==> config.mk <==
export PLATFORM = sky130hd
export DESIGN_NAME = io_controller_flat
export DESIGN_NICKNAME = d
export VERILOG_FILES = /design/src/rtl/io_pkg.sv /design/src/rtl/io_controller_if.sv /design/src/rtl/io_debounce.sv /design/src/rtl/io_controller.sv /design/src/flat_wrapper.sv
export SDC_FILE = /design/constraint.sdc
export NUM_CORES = 1
export LEC_CHECK = 0
export ABC_AREA = 1
export BUFFER_PORTS_ARGS = -buffer_cell sky130_fd_sc_hd__buf_2
export CORE_MARGIN = 2
export CORE_UTILIZATION = 52
export DETAILED_ROUTE_END_ITERATION = 10
export PLACE_DENSITY = 0.72
export SYNTH_ARGS = -nofsm -noshare
export SYNTH_HDL_FRONTEND = slang
export SYNTH_SLANG_ARGS = --single-unit
export TNS_END_PERCENT = 100
==> constraint.sdc <==
create_clock -name clk -period 16.05 [get_ports clk]
set_input_delay 3.21 -clock clk [delete_from_list [all_inputs] [get_ports clk]]
set_output_delay 3.21 -clock clk [all_outputs]
set_load 0.02 [all_outputs]
==> src/rtl/io_pkg.sv <==
// io_pkg: shared constants for the Risc32 memory-mapped IO controller.
//   - Register indices, selected by io_address[4:2].
//   - Store-size codes, taken from RISC-V funct3.
//   - Debounce limit loaded at reset.
package io_pkg;

  localparam logic [2:0] REG_SW        = 3'd0;
  localparam logic [2:0] REG_BTN_LEVEL = 3'd1;
  localparam logic [2:0] REG_BTN_EVENT = 3'd2;
  localparam logic [2:0] REG_LED       = 3'd3;
  localparam logic [2:0] REG_DB_LIMIT  = 3'd4;

  localparam logic [2:0] SZ_BYTE = 3'b000;
  localparam logic [2:0] SZ_HALF = 3'b001;
  localparam logic [2:0] SZ_WORD = 3'b010;

  // 10 ms at 100 MHz
  localparam int unsigned DB_DEFAULT = 1000000;

endpackage

==> src/rtl/io_controller_if.sv <==
// io_controller_if: Risc32 IO bus as seen by a memory-mapped peripheral.
//   io_address     : byte address
//   io_write_value : store data
//   io_read_value  : load data, combinational in the cycle of io_read_en
//   io_write_en    : one-cycle store strobe
//   io_read_en     : load strobe
//   io_data_size   : RISC-V funct3 access size
// master = CPU side, slave = peripheral side.
interface io_controller_if;

  logic [31:0] io_address;
  logic [31:0] io_write_value;
  logic [31:0] io_read_value;
  logic        io_write_en;
  logic        io_read_en;
  logic [2:0]  io_data_size;

  modport master (
    output io_address, io_write_value, io_write_en, io_read_en, io_data_size,
    input  io_read_value
  );

  modport slave (
    input  io_address, io_write_value, io_write_en, io_read_en, io_data_size,
    output io_read_value
  );

endinterface

==> src/rtl/io_debounce.sv <==
// io_debounce: two-flop synchroniser plus counter debouncer for one input bit.
//   clk, reset : system clock, asynchronous active-high reset
//   i_pin      : raw asynchronous input
//   i_limit    : consecutive mismatching cycles needed to flip (0 behaves as 1)
//   o_level    : debounced level, registered
//   o_rise     : high in the cycle whose clock edge takes o_level from 0 to 1
module io_debounce #(
  parameter int unsigned CNT_W = 20
) (
  input  logic             clk,
  input  logic             reset,
  input  logic             i_pin,
  input  logic [CNT_W-1:0] i_limit,
  output logic             o_level,
  output logic             o_rise
);

  logic [1:0]       r_sync;
  logic             r_level;
  logic             w_level_nxt;
  logic [CNT_W-1:0] r_cnt;
  logic [CNT_W-1:0] w_cnt_nxt;
  logic [CNT_W-1:0] w_eff_m1;
  logic             w_mis;
  logic             w_hit;

  always_ff @(posedge clk or posedge reset) begin
    if (reset) begin
      r_sync  <= '0;
      r_level <= 1'b0;
      r_cnt   <= '0;
    end else begin
      r_sync  <= {r_sync[0], i_pin};
      r_level <= w_level_nxt;
      r_cnt   <= w_cnt_nxt;
    end
  end

  assign w_eff_m1 = (i_limit == '0) ? '0 : i_limit - CNT_W'(1);
  assign w_mis    = r_sync[1] ^ r_level;
  // >= rather than == so a limit lowered below the running count flips at once.
  assign w_hit    = w_mis & (r_cnt >= w_eff_m1);

  always_comb begin
    w_level_nxt = r_level;
    w_cnt_nxt   = '0;
    if (w_hit) begin
      w_level_nxt = ~r_level;
    end else if (w_mis) begin
      w_cnt_nxt = r_cnt + CNT_W'(1);
    end
  end

  assign o_level = r_level;
  assign o_rise  = w_hit & ~r_level;

endmodule

==> src/rtl/io_controller.sv <==
// io_controller: memory-mapped IO block on the Risc32 IO bus.
//   clk, reset : system clock, asynchronous active-high reset
//   io_bus     : IO bus, slave side (address/data/strobes/size, load data out)
//   sw         : raw switch pins, synchronised only
//   btn        : raw button pins, synchronised and debounced
//   led        : registered LED drive
// Registers (index = io_address[4:2], selected when io_address[31:5] == 0):
//   0 SW (RO), 1 BTN_LEVEL (RO), 2 BTN_EVENT (W1C), 3 LED (RW), 4 DB_LIMIT (RW), 5-7 zero.
module io_controller #(
  parameter int unsigned N_SW       = 16,
  parameter int unsigned N_BTN      = 5,
  parameter int unsigned N_LED      = 16,
  parameter int unsigned CNT_W      = 20,
  parameter int unsigned DB_DEFAULT = io_pkg::DB_DEFAULT
) (
  input  logic                 clk,
  input  logic                 reset,
  io_controller_if.slave       io_bus,
  input  logic [N_SW-1:0]      sw,
  input  logic [N_BTN-1:0]     btn,
  output logic [N_LED-1:0]     led
);

  import io_pkg::*;

  logic [N_SW-1:0]  r_sw_meta;
  logic [N_SW-1:0]  r_sw_sync;
  logic [N_BTN-1:0] w_btn_db;
  logic [N_BTN-1:0] w_btn_rise;
  logic [N_BTN-1:0] r_event;
  logic [N_BTN-1:0] w_event_nxt;
  logic [N_LED-1:0] r_led;
  logic [N_LED-1:0] w_led_nxt;
  logic [CNT_W-1:0] r_limit;
  logic [CNT_W-1:0] w_limit_nxt;
  logic             w_sel;
  logic             w_wr;
  logic [2:0]       w_idx;
  logic [31:0]      w_rdata;

  assign w_sel = (io_bus.io_address[31:5] == 27'd0);
  assign w_idx = io_bus.io_address[4:2];
  assign w_wr  = io_bus.io_write_en & w_sel;

  for (genvar g = 0; g < N_BTN; g++) begin : gen_db
    io_debounce #(
      .CNT_W (CNT_W)
    ) u_db (
      .clk     (clk),
      .reset   (reset),
      .i_pin   (btn[g]),
      .i_limit (r_limit),
      .o_level (w_btn_db[g]),
      .o_rise  (w_btn_rise[g])
    );
  end

  always_ff @(posedge clk or posedge reset) begin
    if (reset) begin
      r_sw_meta <= '0;
      r_sw_sync <= '0;
      r_event   <= '0;
      r_led     <= '0;
      r_limit   <= CNT_W'(DB_DEFAULT);
    end else begin
      r_sw_meta <= sw;
      r_sw_sync <= r_sw_meta;
      r_event   <= w_event_nxt;
      r_led     <= w_led_nxt;
      r_limit   <= w_limit_nxt;
    end
  end

  always_comb begin
    w_led_nxt   = r_led;
    w_limit_nxt = r_limit;
    w_event_nxt = r_event;
    if (w_wr) begin
      case (w_idx)
        REG_BTN_EVENT: w_event_nxt = r_event & ~io_bus.io_write_value[N_BTN-1:0];
        REG_LED: begin
          case (io_bus.io_data_size)
            SZ_BYTE:          w_led_nxt[7:0] = io_bus.io_write_value[7:0];
            SZ_HALF, SZ_WORD: w_led_nxt = io_bus.io_write_value[N_LED-1:0];
            default:          w_led_nxt = io_bus.io_write_value[N_LED-1:0];
          endcase
        end
        REG_DB_LIMIT:  w_limit_nxt = io_bus.io_write_value[CNT_W-1:0];
        default: ;
      endcase
    end
    // Applied after the clear so a same-cycle rise survives a W1C.
    w_event_nxt = w_event_nxt | w_btn_rise;
  end

  always_comb begin
    w_rdata = '0;
    if (io_bus.io_read_en && w_sel) begin
      case (w_idx)
        REG_SW:        w_rdata[N_SW-1:0]  = r_sw_sync;
        REG_BTN_LEVEL: w_rdata[N_BTN-1:0] = w_btn_db;
        REG_BTN_EVENT: w_rdata[N_BTN-1:0] = r_event;
        REG_LED:       w_rdata[N_LED-1:0] = r_led;
        REG_DB_LIMIT:  w_rdata[CNT_W-1:0] = r_limit;
        default: ;
      endcase
    end
  end

  assign io_bus.io_read_value = w_rdata;
  assign led                  = r_led;

  logic unused_bus;
  assign unused_bus = ^{io_bus.io_address[1:0], io_bus.io_write_value[31:CNT_W]};

endmodule

==> src/flat_wrapper.sv <==
// flat-port wrapper written by rule: the top's interface ports become plain ports
module io_controller_flat import io_pkg::*;
#(
  parameter int unsigned N_SW       = 16,
  parameter int unsigned N_BTN      = 5,
  parameter int unsigned N_LED      = 16,
  parameter int unsigned CNT_W      = 20,
  parameter int unsigned DB_DEFAULT = io_pkg::DB_DEFAULT
)
  (clk, reset, sw, btn, led, io_bus_io_address, io_bus_io_write_value, io_bus_io_write_en, io_bus_io_read_en, io_bus_io_data_size, io_bus_io_read_value);
  io_controller_if io_bus_i ();
  input  logic clk;
  input  logic reset;
  input  logic [N_SW-1:0] sw;
  input  logic [N_BTN-1:0] btn;
  output logic [N_LED-1:0] led;
  input wire logic [$bits(io_bus_i.io_address)-1:0] io_bus_io_address;
  input wire logic [$bits(io_bus_i.io_write_value)-1:0] io_bus_io_write_value;
  input wire logic [$bits(io_bus_i.io_write_en)-1:0] io_bus_io_write_en;
  input wire logic [$bits(io_bus_i.io_read_en)-1:0] io_bus_io_read_en;
  input wire logic [$bits(io_bus_i.io_data_size)-1:0] io_bus_io_data_size;
  output wire logic [$bits(io_bus_i.io_read_value)-1:0] io_bus_io_read_value;
  assign io_bus_i.io_address = io_bus_io_address;
  assign io_bus_i.io_write_value = io_bus_io_write_value;
  assign io_bus_i.io_write_en = io_bus_io_write_en;
  assign io_bus_i.io_read_en = io_bus_io_read_en;
  assign io_bus_i.io_data_size = io_bus_io_data_size;
  assign io_bus_io_read_value = io_bus_i.io_read_value;
  io_controller #(.N_SW(N_SW), .N_BTN(N_BTN), .N_LED(N_LED), .CNT_W(CNT_W), .DB_DEFAULT(DB_DEFAULT)) u_core (.clk(clk), .reset(reset), .io_bus(io_bus_i), .sw(sw), .btn(btn), .led(led));
endmodule
# Word level (Yosys, flattened, before mapping)
# Index checks and enable logic that the tools add are counted.
[word_totals]
inputBits = 92
ff_bits = 188
word_cells = 86
[classes]
n_mux = 17
n_reduce_logical = 8
eq_ne = 4
bitwise_logic = 25
add_sub_neg = 6
n_lt_le_gt_ge = 5
[op_table]
columns = ["operator", "count"]
rows = [
  ["$mux 20", 12],
  ["$add 20x1->20 const B", 5],
  ["$ge 20x20->1", 5],
  ["$pmux 11 s3", 1],
  ["$logic_not 27->1", 1],
  ["$pmux 5 s5", 1],
  ["$logic_not 20->1", 1],
  ["$sub 20x1->20 const B", 1],
  ["$and 1x1->1", 11],
  ["$mux 5", 2],
  ["$eq 3x2->1 const B", 2],
  ["$logic_not 3->1", 2],
  ["$not 1->1", 6],
  ["$and 5x5->5", 1],
  ["$not 5->5", 1],
  ["$or 5x5->5", 1],
  ["$xor 1x1->1", 5],
  ["$mux 4", 1],
  ["$reduce_and 2->1", 2],
  ["$eq 3x1->1 const B", 1],
  ["$eq 3x3->1 const B", 1],
  ["$reduce_and 3->1", 1],
  ["$logic_and 1x1->1", 1],
]

# Logic depth before layout (Yosys ltp)
[depth]
ltp_word = 6
depth_mapped = 22
ltp_nobuf = 22

# Hierarchy
# From an unflattened synthesis, not the netlist that was laid out.
[unflattened]
cells_unflattened = 2048
hier_area_um2 = 14403.8
[by_module_without_submodules]
columns = ["mod", "instances", "area_per_inst_um2", "cells_each"]
rows = [
  ["io_debounce at u_core.gen_db[2].u_db ...", 2, 2314.7, 345],
  ["io_controller", 1, 3285.7, 404],
  ["io_debounce at u_core.gen_db[4].u_db", 1, 2187.1, 325],
  ["io_debounce at u_core.gen_db[0].u_db", 1, 2158.3, 313],
  ["io_debounce at u_core.gen_db[1].u_db", 1, 2143.3, 316],
]

# Worst setup path after synthesis
# No wires, ideal clock.
[synth_path]
path_type = "input to output"
startpoint = "input port io_bus_io_address[29]"
endpoint = "output port io_bus_io_read_value[16]"
t_arrival_ns = 4.390
setup_slack_ns = 8.450
n_path_buf = 0
stages = 7
cell_sequence = "nor2_1 > nand2_1 > nor2_1 > nand3_2 > nor2_8 > nand2_2 > nor3_1"
[synth_via]
elab_chain_cells = 3
[synth_lines]
columns = ["element", "line", "rtl"]
rows = [
  ["from (decl)", "flat_wrapper.sv:17", "input wire logic [$bits(io_bus_i.io_address)-1:0] io_bus_io_address;"],
  ["$logic_not 27->1", "io_controller.sv:41", "assign w_sel = (io_bus.io_address[31:5] == 27'd0);"],
  ["$logic_and 1x1->1", "io_controller.sv:98", "if (io_bus.io_read_en && w_sel) begin"],
  ["$mux 20", "io_controller.sv:98", ""],
  ["to (decl)", "flat_wrapper.sv:22", "output wire logic [$bits(io_bus_i.io_read_value)-1:0] io_bus_io_read_value;"],
]
# Every way passes these cells.

# Worst setup path in the final report
[layout_path]
startpoint = "input port io_bus_io_address[5]"
endpoint = "output port io_bus_io_read_value[19]"
# The elaborated chain is that of the path after synthesis.

==> out/qor.json <==
{
  "placement_rows": {"value": 55},
  "yosys.cell_count.top_type": {"value": "sky130_fd_sc_hd__nand2_1"},
  "totalWireLength": {"value": 27500, "unit": "microns"},
  "ctsLongestPathBuffers": {"value": 2},
  "clock_tree.root_cell": {"value": "sky130_fd_sc_hd__clkbuf_16"},
  "synth_enable_flop_cells": {"value": 0},
  "area_contributors_post_synth": {"value": "sky130_fd_sc_hd__dfrtp_1 38%, sky130_fd_sc_hd__ha_1 11%, sky130_fd_sc_hd__nand2_1 11%"},
  "cell_area_after_synthesis": {"value": 11800, "unit": "sq um"},
  "cts.hold.buffers_added": {"value": 0},
  "ys.flop_type": {"value": "sky130_fd_sc_hd__dfrtp_1"},
  "report.final.hold_viol_count": {"value": 0},
  "clk_transition_reported_paths": {"value": 0.08, "unit": "ns"},
  "syn-mean-instance-area": {"value": 8.05, "unit": "sq um"},
  "yosysSeqAreaShare": {"value": 0.399},
  "overflow": {"value": 0},
  "grt_antenna_before_repair": {"value": 0},
  "clock_power_share": {"value": 0.473},
  "fillers": {"value": 2020},
  "critPathMaxFanout": {"value": 15},
  "drive_above_1_share": {"value": 0.143},
  "synthesis.yosys.warnings": {"value": 0},
  "dp_worst_setup_slack": {"value": 8.08, "unit": "ns"},
  "final_period_minus_worst_setup_slack": {"value": 7.98, "unit": "ns"},
  "antenna_cells": {"value": 0},
  "ys_types": {"value": 43},
  "ioPinCount": {"value": 140},
  "cp-startpoint": {"value": "io_bus_io_address[5]"},
  "async_flop_share": {"value": 1.00},
  "placedCellCount": {"value": 1843},
  "global_route_wire_length_before_repair": {"value": 45600, "unit": "microns"},
  "clock_latency_on_the_worst_skew_pair": {"value": 0.45, "unit": "ns"},
  "cts-buffers-inserted": {"value": 17},
  "p_switching": {"value": 266, "unit": "uW"},
  "instances_no_fill": {"value": 1875},
  "worst-slew-pin-transition": {"value": 0.849, "unit": "ns"},
  "detailedRoute.firstIterationViolations": {"value": 570},
  "pwr-share-seq": {"value": 0.493},
  "p_comb_frac": {"value": 0.035},
  "timing.critical_path.required": {"value": 12.84, "unit": "ns"},
  "final_gp_congestion": {"value": 0.889},
  "synth_largest_area_cell": {"value": "sky130_fd_sc_hd__dfrtp_1"},
  "min_period_over_period": {"value": 0.497},
  "cts_resized": {"value": 0},
  "grt_pass1_vias": {"value": 9311},
  "vdd_drop_max": {"value": 0.0000516, "unit": "V"},
  "die-area": {"value": 23900, "unit": "sq um"},
  "worstSetupPathType": {"value": "in2out"},
  "dpl.hpwl": {"value": 19700, "unit": "microns"},
  "grt_setup_unrepaired": {"value": "false"},
  "horizontal_die_dimension": {"value": 155, "unit": "microns"},
  "postSynthRegisterBits": {"value": 188},
  "hold_slack_final": {"value": 0.353, "unit": "ns"},
  "report.final.setup_viol": {"value": 0},
  "initial_utilization": {"value": 0.525},
  "setup_tns": {"value": 0, "unit": "ns"},
  "groute.usage.overall": {"value": 0.239},
  "drc": {"value": 0},
  "synth.top_cell.area_share": {"value": 0.383},
  "finish.net_count": {"value": 1775},
  "timing.hold.worst.class": {"value": "reg2reg"},
  "layout_setup_ws": {"value": 8.07, "unit": "ns"},
  "slew_headroom": {"value": 0.434},
  "timing.max_cap.violations": {"value": 0},
  "cts_post_setup_buffers_inserted": {"value": 0},
  "leakage_power": {"value": 6.54, "unit": "nW"},
  "final_cell_area": {"value": 13200, "unit": "sq um"},
  "arrival": {"value": 4.77, "unit": "ns"},
  "fin_max_slew_vios": {"value": 0},
  "fmax": {"value": 0.125, "unit": "GHz"},
  "route.vias.total": {"value": 9788},
  "end_kind": {"value": "primary output"},
  "power.density": {"value": 74.2, "unit": "nW/um^2"},
  "power.total": {"value": 979, "unit": "uW"},
  "drt_pass1_iterations": {"value": 5},
  "syn2layout_area_growth": {"value": 11.7, "unit": "%"},
  "place_area": {"value": 12500, "unit": "sq um"},
  "hold_start": {"value": "u_core.r_sw_meta[3]$_DFF_PP0_"},
  "critical_path.startpoint_type": {"value": "input port"},
  "placeableCoreArea": {"value": 22500, "unit": "sq um"},
  "finish.utilization": {"value": 0.586},
  "port_buffers": {"value": 113},
  "synth_cells": {"value": 1467},
  "avgRoutedWirePerCell": {"value": 14.7, "unit": "microns"},
  "p_int": {"value": 713, "unit": "uW"},
  "die_h": {"value": 155, "unit": "microns"},
  "final_antenna_net_count": {"value": 0},
  "htreeDepth": {"value": 4},
  "drt-vias-per-instance": {"value": 5.22},
  "clock_skew": {"value": 0.0168, "unit": "ns"},
  "synth_top_cells_by_count": {"value": "346 x sky130_fd_sc_hd__nand2_1, 263 x sky130_fd_sc_hd__nor2_1, 181 x sky130_fd_sc_hd__dfrtp_1, 156 x sky130_fd_sc_hd__inv_1, 106 x sky130_fd_sc_hd__ha_1"},
  "status": {"value": "finished, final reports clean"},
  "pin_count_of_the_biggest_net_entering_global_routing": {"value": 127},
  "clkSinkCount": {"value": 188},
  "sw_frac_of_total": {"value": 0.272},
  "tritoncts": {"value": "yes"},
  "rr_startpoint": {"value": "u_core.r_limit[0]$_DFFE_PP0P_"}
}
-- layout make-up --
cell class              instances  area [sq um]  share of cell area
multi-input cells            1094          6280               0.476
flip-flops and latches        188          4710               0.357
repair buffers                115           581              0.0440
clock inverters                15           228              0.0173
clock buffers                  17           425              0.0322
inverters                     161           612              0.0464
well taps                     285           357              0.0270
-- final timing paths --
path	to	cells past startpoint	slack [ns]
min in group asynchronous	u_core.gen_db[2].u_db.r_sync[0]$_DFF_PP0_	2	2.92
max	io_bus_io_read_value[19]	9	8.07
min reg2reg	u_core.r_sw_sync[3]$_DFF_PP0_	0	0.35
max reg2reg	u_core.gen_db[3].u_db.r_cnt[3]$_DFF_PP0_	18	11.79
max in group asynchronous	u_core.gen_db[1].u_db.r_cnt[10]$_DFF_PP0_	3	11.72
min	u_core.r_sw_sync[3]$_DFF_PP0_	0	0.35
-- metal layers --
metal  share of wire  GRT usage  wire (microns)
met2            0.48      0.405           13200
met4           0.024     0.0754             673
met1            0.45      0.319           12500
met3           0.041     0.0345            1140
met5               0          0               0
-- cells by family after synthesis --
kind of cell / after synthesis / share of synthesized area
AOI/OAI and AO/OA: 111 / 0.0666
xor gates and xnor gates: 92 / 0.0682
adders and majority gates: 106 / 0.112
buffers and inverters: 196 / 0.0733
DFF: 188 / 0.399
other: 1 / 0.000317
and+or+nand+nor: 773 / 0.280
-- power groups by stage --
stage / sequential, mW / combinational (mW) / clock, mW
after global placement: 0.491 / 0.0341 / 0
after CTS: 0.482 / 0.0348 / 0.469
final: 0.482 / 0.0338 / 0.463
after detailed placement: 0.491 / 0.0346 / 0
after floorplan: 0.491 / 0.0216 / 0
after global routing: 0.483 / 0.0390 / 0.490
-- flip-flops by register name, indices dropped and copies added, names as in the netlist --
register and flops:
u_core.gen_db.u_db.o_level 5, u_core.gen_db.u_db.r_cnt 100, u_core.gen_db.u_db.r_sync 10, u_core.led 16, u_core.r_event 5, u_core.r_limit 20, u_core.r_sw_meta 16, u_core.r_sw_sync 16
-- layout by cell type (no fill, tap or decap), types with 25 or more instances in the layout --
| master | netlist | routed |
|---|---|---|
| sky130_fd_sc_hd__nand2_1 | 346 | 346 |
| sky130_fd_sc_hd__nor2_1 | 263 | 263 |
| sky130_fd_sc_hd__dfrtp_1 | 181 | 181 |
| sky130_fd_sc_hd__inv_1 | 156 | 155 |
| sky130_fd_sc_hd__buf_2 | 8 | 113 |
| sky130_fd_sc_hd__ha_1 | 106 | 106 |
| sky130_fd_sc_hd__nand3_1 | 75 | 75 |
| sky130_fd_sc_hd__xor2_1 | 58 | 58 |
| sky130_fd_sc_hd__o21ai_2 | 36 | 36 |
| sky130_fd_sc_hd__xnor2_1 | 34 | 34 |
| sky130_fd_sc_hd__a21oi_1 | 25 | 25 |
-- critical path: stages --
cell and delay, ns:
sky130_fd_sc_hd__buf_2 0.10, sky130_fd_sc_hd__nor2_1 0.13, sky130_fd_sc_hd__nand2_1 0.06, sky130_fd_sc_hd__nor2_1 0.13, sky130_fd_sc_hd__nand3_2 0.13, sky130_fd_sc_hd__nor2_8 0.26
sky130_fd_sc_hd__nand2_2 0.25, sky130_fd_sc_hd__nor3_1 0.27, sky130_fd_sc_hd__buf_2 0.22
Note: power is estimated with default switching activity, not from simulation.
